`src/rtl/wb_master_cmd.sv`:
```
// Wishbone B4 pipelined initiator: one command in, one single-beat bus
// transaction out, one response back; a watchdog turns silence into rsp_err.
module wb_master_cmd #(
    parameter int TIMEOUT = 255
) (
    input  logic        wb_clk_i,
    input  logic        wb_rst_i,
    input  logic        cmd_valid,
    output logic        cmd_ready,
    input  logic        cmd_we,
    input  logic [31:0] cmd_adr,
    input  logic [31:0] cmd_dat,
    output logic        rsp_valid,
    input  logic        rsp_ready,
    output logic [31:0] rsp_dat,
    output logic        rsp_err,
    output logic        wb_cyc_o,
    output logic        wb_stb_o,
    output logic        wb_we_o,
    output logic [31:0] wb_adr_o,
    output logic [31:0] wb_dat_o,
    input  logic [31:0] wb_dat_i,
    input  logic        wb_ack_i,
    input  logic        wb_stall_i
);

    localparam int CW = $clog2(TIMEOUT + 1);
    localparam logic [CW-1:0] CNT_LAST = CW'(TIMEOUT - 1);

    typedef enum logic [1:0] {
        IDLE,
        REQ,
        WAIT,
        RESP
    } state_t;

    state_t        state_q, state_d;
    logic [CW-1:0] cnt_q, cnt_d;
    logic          cyc_d, stb_d, we_d, rsp_valid_d, rsp_err_d;
    logic [31:0]   adr_d, dat_d, rsp_dat_d;
    logic          ack_ok;

    assign cmd_ready = (state_q == IDLE);

    always_ff @(posedge wb_clk_i or posedge wb_rst_i) begin
        if (wb_rst_i) begin
            state_q   <= IDLE;
            cnt_q     <= '0;
            wb_cyc_o  <= 1'b0;
            wb_stb_o  <= 1'b0;
            wb_we_o   <= 1'b0;
            wb_adr_o  <= '0;
            wb_dat_o  <= '0;
            rsp_valid <= 1'b0;
            rsp_dat   <= '0;
            rsp_err   <= 1'b0;
        end else begin
            state_q   <= state_d;
            cnt_q     <= cnt_d;
            wb_cyc_o  <= cyc_d;
            wb_stb_o  <= stb_d;
            wb_we_o   <= we_d;
            wb_adr_o  <= adr_d;
            wb_dat_o  <= dat_d;
            rsp_valid <= rsp_valid_d;
            rsp_dat   <= rsp_dat_d;
            rsp_err   <= rsp_err_d;
        end
    end

    always_comb begin
        state_d     = state_q;
        cnt_d       = cnt_q;
        cyc_d       = wb_cyc_o;
        stb_d       = wb_stb_o;
        we_d        = wb_we_o;
        adr_d       = wb_adr_o;
        dat_d       = wb_dat_o;
        rsp_valid_d = rsp_valid;
        rsp_dat_d   = rsp_dat;
        rsp_err_d   = rsp_err;
        ack_ok      = 1'b0;
        unique case (state_q)
            IDLE: begin
                if (cmd_valid) begin
                    we_d    = cmd_we;
                    adr_d   = cmd_adr;
                    dat_d   = cmd_dat;
                    cyc_d   = 1'b1;
                    stb_d   = 1'b1;
                    cnt_d   = '0;
                    state_d = REQ;
                end
            end
            REQ, WAIT: begin
                cnt_d = cnt_q + 1'b1;
                if (state_q == REQ && !wb_stall_i) begin
                    stb_d   = 1'b0;
                    state_d = WAIT;
                end
                // An ack while the request is still stalled is not ours.
                ack_ok = wb_ack_i && (state_q == WAIT || !wb_stall_i);
                if (ack_ok) begin
                    rsp_dat_d   = wb_we_o ? 32'd0 : wb_dat_i;
                    rsp_err_d   = 1'b0;
                    rsp_valid_d = 1'b1;
                    cyc_d       = 1'b0;
                    stb_d       = 1'b0;
                    state_d     = RESP;
                end else if (cnt_q == CNT_LAST) begin
                    rsp_dat_d   = 32'd0;
                    rsp_err_d   = 1'b1;
                    rsp_valid_d = 1'b1;
                    cyc_d       = 1'b0;
                    stb_d       = 1'b0;
                    state_d     = RESP;
                end
            end
            RESP: begin
                if (rsp_ready) begin
                    rsp_valid_d = 1'b0;
                    state_d     = IDLE;
                end
            end
            default: state_d = IDLE;
        endcase
    end

endmodule

```
`config.mk`:
```
export PLATFORM = sky130hd
export DESIGN_NAME = wb_master_cmd
export DESIGN_NICKNAME = d
export VERILOG_FILES = /design/src/rtl/wb_master_cmd.sv
export SDC_FILE = /design/constraint.sdc
export NUM_CORES = 1
export LEC_CHECK = 0
export CAP_MARGIN = 20
export CORE_UTILIZATION = 39
export CTS_BUF_LIST = sky130_fd_sc_hd__clkbuf_8
export DETAILED_ROUTE_END_ITERATION = 6
export PLACE_DENSITY = 0.78
export SYNTH_ARGS = -nofsm -noshare
export SYNTH_HDL_FRONTEND = slang
export SYNTH_SLANG_ARGS = --single-unit
```
`constraint.sdc`:
```
create_clock -name wb_clk_i -period 3.72 [get_ports wb_clk_i]
set_input_delay 0.744 -clock wb_clk_i [delete_from_list [all_inputs] [get_ports wb_clk_i]]
set_output_delay 0.744 -clock wb_clk_i [all_outputs]
set_load 0.02 [all_outputs]
```
==> flow_metrics.env <==
export IMPL_remaining_drc_errors=12
export IMPL_r2r_cells=6
export IMPL_grt_overflow=0
export IMPL_yosys_warnings=0
export IMPL_slew_headroom_pct=47.3
export IMPL_whs_endpoint="wb_dat_o[12]"
export IMPL_synthArstFlopShare_pct=100
export IMPL_clkPwrFrac_pct=14.0
export IMPL_synth_flop_cell="dfrtp_1"
export IMPL_max_freq_mhz=367
export IMPL_place_gp_congestion=0.782
export IMPL_die_w_um=112
export IMPL_track_usage_pct=19.2
export IMPL_power_share_sequential_pct=34.3
export IMPL_synth_enable_flop_cells=0
export IMPL_rrSetupSlack_ps=1590
export IMPL_wl_met2_um=5640
export IMPL_die_h_um=112
export IMPL_vias_per_cell=5.01
export IMPL_area_growth_pct=50.8
export IMPL_critical_path_class="reg -> out"
export IMPL_crit_required_ps=2980
export IMPL_tns_ps=0
export IMPL_fin_nets=677
export IMPL_met1_length_um=4960
export IMPL_cts_sinks=111
export IMPL_dp_hpwl_um=8430
export IMPL_clk_path_buf_depth=2
export IMPL_wirelength_um=11800
export IMPL_grt_max_degree=58
export IMPL_period_minus_slack_ps=2730
export IMPL_crit_arrival_ps=1980
export IMPL_hold_class="reg -> reg"
export IMPL_synth_cell_types=42
export IMPL_synth_common_cells="dfrtp_1, mux2_2, inv_1"
export IMPL_worstHoldStart="wb_dat_o[12]"
export IMPL_holdPathStages=1
export IMPL_routedWlPerCell_um=16.5
export IMPL_row_count=39
export IMPL_violations="design-rule violations"
export IMPL_cts_setup_buffers=0
export IMPL_status="finished, violations left"
export IMPL_yosys_area_top_type_share_pct=58.6
export IMPL_tightest_slew_ps=790
export IMPL_r2r_end="cnt_q[2]"
export IMPL_dr_pass1_iters=7
export IMPL_power_switching_mw=2.32
export IMPL_critPathLaunchType="flop"
export IMPL_critPathBufInv=1
export IMPL_path_cells="clkdlybuf4s50_1"
export IMPL_synth_most_common_cell="dfrtp_1"
export IMPL_vias=3577
export IMPL_drive_above_1_share_pct=17.9
export IMPL_cts_tree="yes"
export IMPL_cts_resized=0
export IMPL_cts_buffers=9
export IMPL_core_area_sq_mm=0.0116
export IMPL_num_antenna_cells=0
export IMPL_yosys_area_top_type="dfrtp_1"
export IMPL_seq_area_sq_mm=0.00278
export IMPL_synth_seq_cells=111
export IMPL_power_internal_mw=3.81
export IMPL_htree_num_levels=3
export IMPL_grt_antenna_before_repair=0
export IMPL_maxUsedRoutingLayer="met4"
export IMPL_switching_share_pct=37.8
export IMPL_skew_ps=12.2
export IMPL_ir_drop_mv=0.568
export IMPL_io_pins=205
export IMPL_setup_viol=0
export IMPL_power_density_mw_per_mm2=858
export IMPL_drtIter0Drc=192
export IMPL_clkLatencyLatePin_ps=380
export IMPL_rsz0062_at_grt="no"
export IMPL_placed_area_sq_mm=0.00691
export IMPL_p_comb_share_pct=51.7
export IMPL_yosysSeqAreaShare_pct=58.6
export IMPL_cts_root_buf="clkbuf_8"
export IMPL_syn_area_sq_mm=0.00474
export IMPL_crit_path_end_kind="output pin"
export IMPL_p_leak_nw=3.01
export IMPL_multi_input_area_sq_mm=0.00168
export IMPL_slowest_stage="dfrtp_1"
export IMPL_die_area_sq_mm=0.0126
export IMPL_wl_met3_um=936
export IMPL_initial_utilization_pct=40.8
export IMPL_regToRegStartpoint="state_q[0]"
export IMPL_grt_pass1_wl_um=18900
export IMPL_synth_fp_nets=481
export IMPL_fin_crit_sh_pct=73.3
export IMPL_yosys_top_cells_area="dfrtp_1, mux2_2, nand4b_1"
export IMPL_postSynthAreaPerCell_sq_um=12.8
export IMPL_slew_violations=0
export IMPL_io_buffers=204
export IMPL_grt_pass1_vias=3790
export IMPL_syn_inst=370
export IMPL_antenna_left=0
export IMPL_path_delay_family="flip-flops"
export IMPL_fill_cells=948
export IMPL_hold_viol_final=0
export IMPL_crit_fanout=34
export IMPL_fin_area_sq_mm=0.00715
export IMPL_clk_pin_slew_ps=100
export IMPL_ctsHoldBuffers=0
export IMPL_maxCapViolCount=0
export IMPL_critPathMaxStageDelay_ps=870
## power by group through the flow
stage | Clock (mW) | Sequential, mW | Combinational (mW)
after global placement | 0 | 2.09 | 3.13
final | 0.861 | 2.10 | 3.17
after CTS | 0.894 | 2.11 | 3.20
after floorplan | 0 | 2.69 | 1.19
after global routing | 0.937 | 2.17 | 3.38
after detailed placement | 0 | 2.12 | 3.19
## kinds of logic after synthesis
| family | synth area share (%) |
|---|---|
| xor+xnor | 0.185 |
| buf+inv | 5.96 |
| flops | 58.6 |
| compound gates | 7.44 |
| simple gates | 10.1 |
| fa+ha+maj | 2.11 |
| mux | 15.7 |
## layout make-up
cell class | count | share of cell area [%]
timing repair buffer | 209 | 29.4
tap | 143 | 2.50
clock inverter | 7 | 1.70
clock buffer | 9 | 1.73
sequential | 111 | 38.8
inverter | 42 | 2.24
multi-input combinational | 193 | 23.6
## layout by cell type (no fill, tap or decap), types with 2 or more instances in the layout
cell type / n
clkdlybuf4s50_1: 204
dfrtp_1: 111
mux2_2: 66
inv_1: 42
o21ai_0: 33
nand4b_1: 32
clkbuf_8: 9
nor2_1: 8
ha_1: 8
nand2_1: 7
a21oi_1: 4
a31o_2: 3
bufinv_16: 3
buf_4: 3
nand3_1: 2
o22a_1: 2
o31ai_1: 2
a211oi_1: 2
buf_12: 2
## worst register-to-register path, delay by kind of cell (launching register included)
kind                     cells  cell delay [ps]
AO/OA/AOI/OAI                1              210
adder cells (fa/ha/maj)      1              220
buffers and inverters        1              130
flip-flops                   1              450
multiplexers                 1              290
AND/OR/NAND/NOR              2              730
## routing by layer
metal  GRT usage (%)  vias up
li1                -     1667
met1            24.0     1746
met2            31.3      151
met3            5.89       13
met4            7.73        0
met5               0        -
## worst max path at each step
| stage | startpoint | to | slack (ps) | cells past startpoint |
|---|---|---|---|---|
| 6_report | wb_we_o | wb_we_o | 990 | 1 |
| 2_1_floorplan | wb_rst_i | cnt_q[0] | 50 | 1 |
| 3_5_place_dp | cmd_valid | cnt_q[2] | 1210 | 5 |
| 3_3_place_gp | cmd_valid | cnt_q[2] | 1240 | 5 |
| 5_1_grt | wb_we_o | wb_we_o | 870 | 1 |
| 4_1_cts | wb_we_o | wb_we_o | 950 | 1 |
## state kept, by name, summed over array words and instances (netlist names)
register and flops:
wb_we_o 1, wb_adr_o 32, state_q 2, wb_cyc_o 1, cnt_q 8, rsp_err 1, wb_dat_o 32, rsp_valid 1
wb_stb_o 1, rsp_dat 32
## per-stage QoR
step | total power, mW | std cells | utilization, % | worst slack (ps) | hold WS [ps]
global placement | 5.22 | 698 | 59.5 | 1240 | 483
global route | 6.49 | 714 | 61.6 | 865 | 528
detailed placement | 5.31 | 698 | 59.5 | 1210 | 493
CTS | 6.21 | 714 | 61.6 | 949 | 517
finish | 6.13 | 714 | 61.6 | 993 | 513
floorplan | 3.88 | 370 | - | 45.3 | 511
Power figures use the tool's default switching activity.
